**src/rtl/uart_receive.sv**
```systemverilog
`default_nettype none
// +--------------------------------------------------------------------------+
// | uart_receive : 8N1 UART receiver, LSB first, valid/ready byte output.    |
// | Revision     : 1.0 - initial release                                     |
// +--------------------------------------------------------------------------+
module uart_receive #(
  parameter int CLK_FREQ_HZ = 100_000_000,
  parameter int BAUD_RATE   = 115_200
) (
  input  logic       clk_in,
  input  logic       rst_n_in,
  input  logic       rx_in,
  output logic [7:0] data_out,
  output logic       data_valid_out,
  input  logic       data_ready_in,
  output logic       framing_err_out,
  output logic       overrun_out,
  output logic       busy_out
);

  localparam int BIT_PERIOD = CLK_FREQ_HZ / BAUD_RATE;
  localparam int c_HALF     = BIT_PERIOD / 2;
  localparam int c_CNT_W    = $clog2(BIT_PERIOD);
  localparam logic [c_CNT_W-1:0] c_CNT_LAST = c_CNT_W'(BIT_PERIOD - 1);
  localparam logic [c_CNT_W-1:0] c_CNT_MID  = c_CNT_W'(c_HALF - 1);

  typedef enum logic [1:0] {
    S_IDLE  = 2'd0,
    S_START = 2'd1,
    S_DATA  = 2'd2,
    S_STOP  = 2'd3
  } state_t;

  logic               r_rx_meta;
  logic               r_rx_s;
  logic               r_rx_prev;
  logic [1:0]         r_fill;
  state_t             r_state;
  logic [c_CNT_W-1:0] r_bit_cnt;
  logic [2:0]         r_bit_idx;
  logic [7:0]         r_shreg;
  logic [7:0]         r_data;
  logic               r_valid;
  logic               r_ferr;
  logic               r_ovr;
  logic               r_busy;

  state_t             w_state_nxt;
  logic [c_CNT_W-1:0] w_cnt_nxt;
  logic [2:0]         w_idx_nxt;
  logic [7:0]         w_shreg_nxt;
  logic               w_complete;
  logic               w_frame_err;
  logic               w_fall;
  logic               w_accept;

  // r_fill blocks edge detection until the sync chain holds real line samples,
  // so a line already low at reset release is not mistaken for a start edge.
  always_ff @(posedge clk_in or negedge rst_n_in) begin
    if (!rst_n_in) begin
      r_rx_meta <= 1'b1;
      r_rx_s    <= 1'b1;
      r_rx_prev <= 1'b1;
      r_fill    <= 2'd0;
    end else begin
      r_rx_meta <= rx_in;
      r_rx_s    <= r_rx_meta;
      r_rx_prev <= r_rx_s;
      if (r_fill != 2'd3) r_fill <= r_fill + 2'd1;
    end
  end

  assign w_fall = (r_fill == 2'd3) & r_rx_prev & ~r_rx_s;

  always_comb begin
    w_state_nxt = r_state;
    w_cnt_nxt   = r_bit_cnt + c_CNT_W'(1);
    w_idx_nxt   = r_bit_idx;
    w_shreg_nxt = r_shreg;
    w_complete  = 1'b0;
    w_frame_err = 1'b0;
    unique case (r_state)
      S_IDLE: begin
        w_cnt_nxt = '0;
        if (w_fall) w_state_nxt = S_START;
      end
      S_START: begin
        if (r_bit_cnt == c_CNT_MID) begin
          w_cnt_nxt   = '0;
          w_idx_nxt   = 3'd0;
          w_state_nxt = r_rx_s ? S_IDLE : S_DATA;
        end
      end
      S_DATA: begin
        if (r_bit_cnt == c_CNT_LAST) begin
          w_cnt_nxt   = '0;
          w_shreg_nxt = {r_rx_s, r_shreg[7:1]};
          w_idx_nxt   = r_bit_idx + 3'd1;
          if (r_bit_idx == 3'd7) w_state_nxt = S_STOP;
        end
      end
      S_STOP: begin
        if (r_bit_cnt == c_CNT_LAST) begin
          w_cnt_nxt   = '0;
          w_state_nxt = S_IDLE;
          w_complete  = r_rx_s;
          w_frame_err = ~r_rx_s;
        end
      end
      default: w_state_nxt = S_IDLE;
    endcase
  end

  always_ff @(posedge clk_in or negedge rst_n_in) begin
    if (!rst_n_in) begin
      r_state   <= S_IDLE;
      r_bit_cnt <= '0;
      r_bit_idx <= 3'd0;
      r_shreg   <= 8'd0;
      r_busy    <= 1'b0;
    end else begin
      r_state   <= w_state_nxt;
      r_bit_cnt <= w_cnt_nxt;
      r_bit_idx <= w_idx_nxt;
      r_shreg   <= w_shreg_nxt;
      r_busy    <= (w_state_nxt != S_IDLE);
    end
  end

  assign w_accept = r_valid & data_ready_in;

  // A completion coinciding with an accept reloads the holding register.
  always_ff @(posedge clk_in or negedge rst_n_in) begin
    if (!rst_n_in) begin
      r_data  <= 8'd0;
      r_valid <= 1'b0;
      r_ferr  <= 1'b0;
      r_ovr   <= 1'b0;
    end else begin
      r_ferr <= w_frame_err;
      r_ovr  <= w_complete & r_valid & ~data_ready_in;
      if (w_complete && (!r_valid || w_accept)) begin
        r_data  <= r_shreg;
        r_valid <= 1'b1;
      end else if (w_accept) begin
        r_valid <= 1'b0;
      end
    end
  end

  assign data_out        = r_data;
  assign data_valid_out  = r_valid;
  assign framing_err_out = r_ferr;
  assign overrun_out     = r_ovr;
  assign busy_out        = r_busy;

endmodule
`default_nettype wire

```
**config.mk**
```make
export PLATFORM = sky130hd
export DESIGN_NAME = uart_receive
export DESIGN_NICKNAME = d
export VERILOG_FILES = /design/src/rtl/uart_receive.sv
export SDC_FILE = /design/constraint.sdc
export NUM_CORES = 1
export LEC_CHECK = 0
export BUFFER_PORTS_ARGS = -buffer_cell sky130_fd_sc_hd__buf_4
export CELL_PAD_IN_SITES_DETAIL_PLACEMENT = 0
export CELL_PAD_IN_SITES_GLOBAL_PLACEMENT = 1
export CORE_ASPECT_RATIO = 0.8
export CORE_MARGIN = 1.5
export CORE_UTILIZATION = 34
export DETAILED_ROUTE_END_ITERATION = 7
export GPL_TIMING_DRIVEN = 0
export PLACE_DENSITY = 0.66
export SLEW_MARGIN = 40
export SYNTH_ARGS = -nofsm -noshare
export SYNTH_HDL_FRONTEND = slang
export SYNTH_SLANG_ARGS = --single-unit
```
**constraint.sdc**
```tcl
create_clock -name clk_in -period 5.6 [get_ports clk_in]
set_clock_uncertainty 0.15 [all_clocks]
set_input_delay 1.68 -clock clk_in [delete_from_list [all_inputs] [get_ports clk_in]]
set_output_delay 1.68 -clock clk_in [all_outputs]
set_load 0.05 [all_outputs]
```
==> results of run 1 <==
-- metrics by stage --
stage          hold WS [ns]  cells  instance area (um^2)
2_1_floorplan        0.1952    135                  1779
4_1_cts              0.2165    220                  2059
6_report             0.2134    220                  2059
5_1_grt              0.2233    220                  2059
3_5_place_dp         0.2012    212                  1969
3_3_place_gp         0.1963    212                  1969
-- final cells by class --
type / instances / area (um^2)
multi-input cells: 89 / 729.5
well taps: 62 / 77.57
inverters: 2 / 7.507
repair buffers: 15 / 112.6
clock buffers: 8 / 90.09
plain buffers: 4 / 37.54
flip-flops and latches: 40 / 1005
fillers: 477 / 2977
-- cell families (layout without fill, tap and decap cells) --
group | count (synthesis) | count (layout) | share of synthesized area
buf+inv | 6 | 29 | 0.02532
compound gates | 11 | 11 | 0.04711
fa+ha+maj | 5 | 5 | 0.03516
simple gates | 46 | 46 | 0.1526
mux | 18 | 18 | 0.1308
flops | 40 | 40 | 0.5647
xor+xnor | 9 | 9 | 0.04431
-- where the power goes --
part,internal (mW),total (mW),switching (mW)
combinational,0.0306,0.0676,0.0370
clock,0.100,0.192,0.0918
sequential,0.315,0.353,0.0380
-- worst max path at each step --
stage                  endpoint  cells past startpoint  slack [ns]
detailed placement  data_out[6]                      6        2.59
global placement    data_out[7]                      6        2.60
finish              data_out[6]                      6        2.88
CTS                 data_out[6]                      1        2.88
global route        data_out[2]                      6        2.84
floorplan           data_out[0]                      5        2.73
-- state kept, by name, summed over array words and instances (netlist names), 2 cells and up --
register,count
r_fill,2
r_state,2
r_bit_cnt,10
r_bit_idx,3
r_shreg,8
data_out,8
-- per-layer routing --
metal,GRT usage,vias up
li1,-,518
met5,0,-
met3,0.03423,5
met2,0.1855,25
met4,0.07582,0
met1,0.1552,520
-- layout by cell type (no fill, tap or decap), drive strengths merged --
cell type   n
and3        3
nor3b       1
and4        3
inv         2
nand2b      1
ha          5
a32o        1
nand4       6
a31oi       2
a41oi       1
and4b       1
nand4b      1
and2        2
xnor2       3
dfstp       3
nor2       17
a21oi       1
and4bb      1
o21bai      1
mux2       18
a22o        1
a21bo       1
nor2b       3
o21ai       2
dfrtp      37
xor2        6
o41a        1
nand2       5
buf        19
nand3       2
clkbuf      8
-- critical path, delay by kind of cell --
family        cells  cell delay, ns
buf+inv           2            0.24
simple gates      3            0.51
mux               1            0.29
==> out/results.ini, run 1 <==
[outcome]
status = finished, final reports clean

[synth]
avgSynthCellArea_um2 = 13.18
yosysMostFrequentCell = dfrtp_1
syn_area_um2 = 1779
syn-num-nets = 144
synthTopCellsByArea = dfrtp_1 52%, mux2_4 6.8%, dfstp_2 4.4%
yosys.area.top_type_share = 0.5204
synth_edf_count = 0
ys_async_sr_fraction = 1.000
synth.distinct_cells = 38
ys_ff_latch = 40
synth_common_cells = 37 x dfrtp_1, 17 x nor2_1, 8 x mux2_4
yosys.area.top_type = dfrtp_1
yosys_warnings = 0
synthCells = 135
ys_seq_area_frac = 0.5647
synth_flop_cell = dfrtp_1

[setup_path]
critPathMaxStageDelay_ns = 0.29
cp.arrival_ns = 2.74
crit_chain = buf_4 > nand2b_1 > and2_1 > and4_4 > buf_12 > mux2_4
crit_slowest_cell = mux2_4
cp.required_ns = 5.62
path_class = input pin to register
cp-end-kind = register
cp_max_fo = 8
timing.rr.start = r_bit_cnt[0]
r2r-end = data_out[6]
crit_start = data_ready_in
worst_setup_path_start_kind = input pin
r2r_slack_ns = 3.40
reg2regPathDepth = 6

[drt]
drt_iter0_drc = 94
drtPass1Iterations = 4
ant_nets = 0
met3_length_um = 148
routedWlPerCell_um = 13.87
wl_met2_um = 1405
highest_layer = met4
vias = 1068
routed_via_density = 4.855
drc_errors = 0
totalWireLength_um = 3051
wl_met1_um = 1431

[floorplanning]
fp.dieW_um = 83.88
die_y_um = 67.70
num_rows = 23
start_util = 0.3533
ios = 16
coreArea_um2 = 5036
die-area_um2 = 5678

[place]
dp_hpwl_um = 2096
globalplace.congestion = 0.7704
io_buffers = 15
dp_slack_ns = 2.594

[clocking]
cts_resized = 0
cts.htree.levels = 2
clkTransAtPathRegs_ns = 0.07
cts_root_buf = clkbuf_8
cts_tree = yes
ctsHoldBuffers = 0
clk_path_buf_depth = 2
cts_setup_buffers = 0
numCtsBuffers = 5
cts.sinks = 40
insertion_delay_ns = 0.29

[timing]
setup_ws_ns = 2.885
relSlewSlack = 0.5563
max_freq_mhz = 368.3
worst_slew_pin_slew_ns = 0.6611
fin_crit_sh = 0.4848
rsz0062_at_grt = no
hold_viol = 0
setup_viol_count_final = 0
finalCriticalPeriod_ns = 2.715
setup-tns-final_ns = 0
slew_violations = 0

[final_layout]
insertedDiodeCount = 0
finalCoreUtilization = 0.4089
nNetsFinal = 166
area_delta_synth_final_pct = 15.75
drive_gt1_frac = 0.2911

[global_routing]
grt_max_degree = 41
grt_pass1_wl_um = 5257
grt_usage = 0.1216
grt_pass1_vias = 1106
gr-total-overflow = 0
antenna_found_initial = 0

[hold_path]
min-delay-start = r_rx_meta
min_delay_path_depth = 0
hp-class = register to register
hold_path_end = r_rx_s

[power_and_ir_drop]
fin_total_pwr_mw = 0.6130
cellPowerDensity_nw_per_um2 = 297.6
vdd.ir_drop.worst_mv = 0.09448
leakagePower_nw = 0.9788

[run]
cap_viol_max_count = 0

Power figures use the tool's default switching activity.
==> run 2, diff against run 1 <==
- PLACE_DENSITY: 0.66 -> 0.68
- clock period: 5.6 -> 2.38 ns (I/O delays scaled with it)
==> out/results.ini, run 2 (synthesis results as in run 1) <==
[outcome]
status = finished, final reports clean  ; unchanged

[clocking]
cts.sinks = 40  ; unchanged
cts_setup_buffers = 0  ; unchanged
cts.htree.levels = 2  ; unchanged
insertion_delay_ns = 0.29  ; about the same
ctsHoldBuffers = 0  ; unchanged
clkTransAtPathRegs_ns = 0.08  ; was 0.07 ns
cts_resized = 0  ; unchanged
numCtsBuffers = 5  ; unchanged
cts_tree = yes  ; unchanged
clk_path_buf_depth = 2  ; unchanged
cts_root_buf = clkbuf_8  ; unchanged

[timing]
finalCriticalPeriod_ns = 2.142
relSlewSlack = 0.5752  ; was 0.5563
setup-tns-final_ns = 0  ; unchanged
rsz0062_at_grt = no  ; unchanged
setup_viol_count_final = 0  ; unchanged
max_freq_mhz = 466.8
fin_crit_sh = 0.9000
slew_violations = 0  ; unchanged
worst_slew_pin_slew_ns = 0.6329  ; was 0.6611 ns
hold_viol = 0  ; unchanged

[final_layout]
fillers = 472  ; was 477
largest_register_ffs = 10  ; unchanged
area_delta_synth_final_pct = 16.95  ; was 15.75%
final_common_cell = dfrtp_1  ; unchanged
insertedDiodeCount = 0  ; unchanged
top_register = r_bit_cnt  ; unchanged
final_cell_mix = 37 x dfrtp_1, 17 x nor2_1, 16 x buf_4  ; unchanged
drive_gt1_frac = 0.3038  ; was 0.2911
regArea_um2 = 1005  ; unchanged
nNetsFinal = 166  ; unchanged
multi_input_area_um2 = 729.5  ; unchanged
fin_area_um2 = 2081  ; was 2059 um^2

[floorplanning]
die_y_um = 67.70  ; unchanged
num_rows = 23  ; unchanged
ios = 16  ; unchanged
start_util = 0.3533  ; unchanged
die-area_um2 = 5678  ; unchanged
coreArea_um2 = 5036  ; unchanged
fp.dieW_um = 83.88  ; unchanged

[drt]
drtPass1Iterations = 4  ; unchanged
totalWireLength_um = 2898  ; was 3051 um
vias = 1089  ; was 1068
routedWlPerCell_um = 13.17  ; was 13.87 um
drt_iter0_drc = 66  ; was 94
ant_nets = 0  ; unchanged
drc_errors = 0  ; unchanged
routed_via_density = 4.950  ; was 4.855

[hold_path]
hp-class = register to register  ; unchanged
min-delay-start = r_rx_meta  ; unchanged

[setup_path]
cp.arrival_ns = 2.17  ; was 2.74 ns
cp_max_fo = 8  ; unchanged
worst_setup_path_start_kind = register  ; was input pin
path_class = register to register  ; was input pin to register
crit_start = r_bit_cnt[0]  ; was data_ready_in
timing.rr.start = r_bit_cnt[0]  ; unchanged
cp-end-kind = register  ; unchanged
cp.required_ns = 2.41  ; was 5.62 ns

[place]
globalplace.congestion = 0.7535  ; was 0.7704
io_buffers = 15  ; unchanged
dp_hpwl_um = 2018  ; was 2096 um
place_area_um2 = 1969  ; unchanged

[global_routing]
grt_pass1_wl_um = 4899  ; was 5257 um
grt_pass1_vias = 1078  ; was 1106
gr-total-overflow = 0  ; unchanged
grt_max_degree = 41  ; unchanged
antenna_found_initial = 0  ; unchanged
grt_usage = 0.1125  ; was 0.1216

[power_and_ir_drop]
net-switching-power_mw = 0.4100  ; was 0.1667 mW
seqPwrFrac = 0.541  ; was 0.576
leakagePower_nw = 0.9875  ; was 0.9788 nW
power_frac_clock = 0.355  ; was 0.314
comb_power_share = 0.103  ; was 0.110
vdd.ir_drop.worst_mv = 0.2427  ; was 0.09448 mV
p_sw_frac = 0.2673  ; was 0.2720
p_int_mw = 1.124  ; was 0.4462 mW
cellPowerDensity_nw_per_um2 = 737.1  ; was 297.6 nW/um^2

[run]
cap_viol_max_count = 0  ; unchanged

## run 2: cell types whose count changed in the layout (fill, tap and decap cells not counted)
| cell | before | now |
|---|---|---|
| clkbuf_8 | 6 | 5 |
| clkinvlp_4 | 0 | 1 |
| bufinv_16 | 0 | 1 |
| clkinv_2 | 0 | 1 |
| clkbuf_1 | 2 | 0 |
## run 2: worst max-delay path: stages (launching register included)
cell and delay (ns):
dfrtp_1 0.41, ha_1 0.24, nor2b_1 0.30, and3_1 0.25, and4_4 0.24, buf_12 0.13, mux2_4 0.30
## run 2: per-stage QoR
step                      std cells  power [mW]    util  setup slack, ns  hold slack [ns]
after global routing            220       1.620  0.4132          0.06844           0.2258
after floorplan                 135      0.9418       -           0.4215           0.1952
after global placement          212      0.9932  0.3911           0.2510           0.1955
after detailed placement        212       1.005  0.3911           0.2359           0.1990
after CTS                       220       1.562  0.4132           0.2274           0.2193
final                           220       1.534  0.4132           0.2380           0.2164
## run 2: metal layers
metal | track usage | part of all wire | up-vias | wire (um)
li1 | - | - | 520 | -
met1 | 0.1391 | 0.49 | 544 | 1415
met4 | 0.04918 | 0.019 | 0 | 54
met5 | 0 | 0 | - | 0
met3 | 0.04279 | 0.039 | 6 | 112
met2 | 0.1784 | 0.45 | 19 | 1315
## run 2: cell type report
class	instances	area share
Sequential cell	40	0.4829
Multi-Input combinational cell	89	0.3506
Timing Repair Buffer	15	0.05412
Tap cell	62	0.03728
Clock buffer	5	0.03307
Clock inverter	3	0.02044
Buffer	4	0.01804
Inverter	2	0.003608
## run 2: path summary, 6_finish.rpt
| check | endpoint | slack (ns) | cells after the start |
|---|---|---|---|
| max in group asynchronous | r_rx_prev | 1.47 | 1 |
| worst min register to register | r_rx_s | 0.22 | 0 |
| worst min-delay path | r_rx_s | 0.22 | 0 |
| worst max-delay path | data_out[2] | 0.24 | 6 |
| min in group asynchronous | busy_out | 0.23 | 1 |
| worst max register to register | data_out[2] | 0.24 | 6 |
## run 2: power by group through the flow
stage	registers (mW)	clock network, mW	logic, mW
floorplan	0.822	0	0.120
global placement	0.839	0	0.154
detailed placement	0.843	0	0.162
CTS	0.830	0.569	0.163
global route	0.841	0.592	0.188
finish	0.830	0.545	0.158
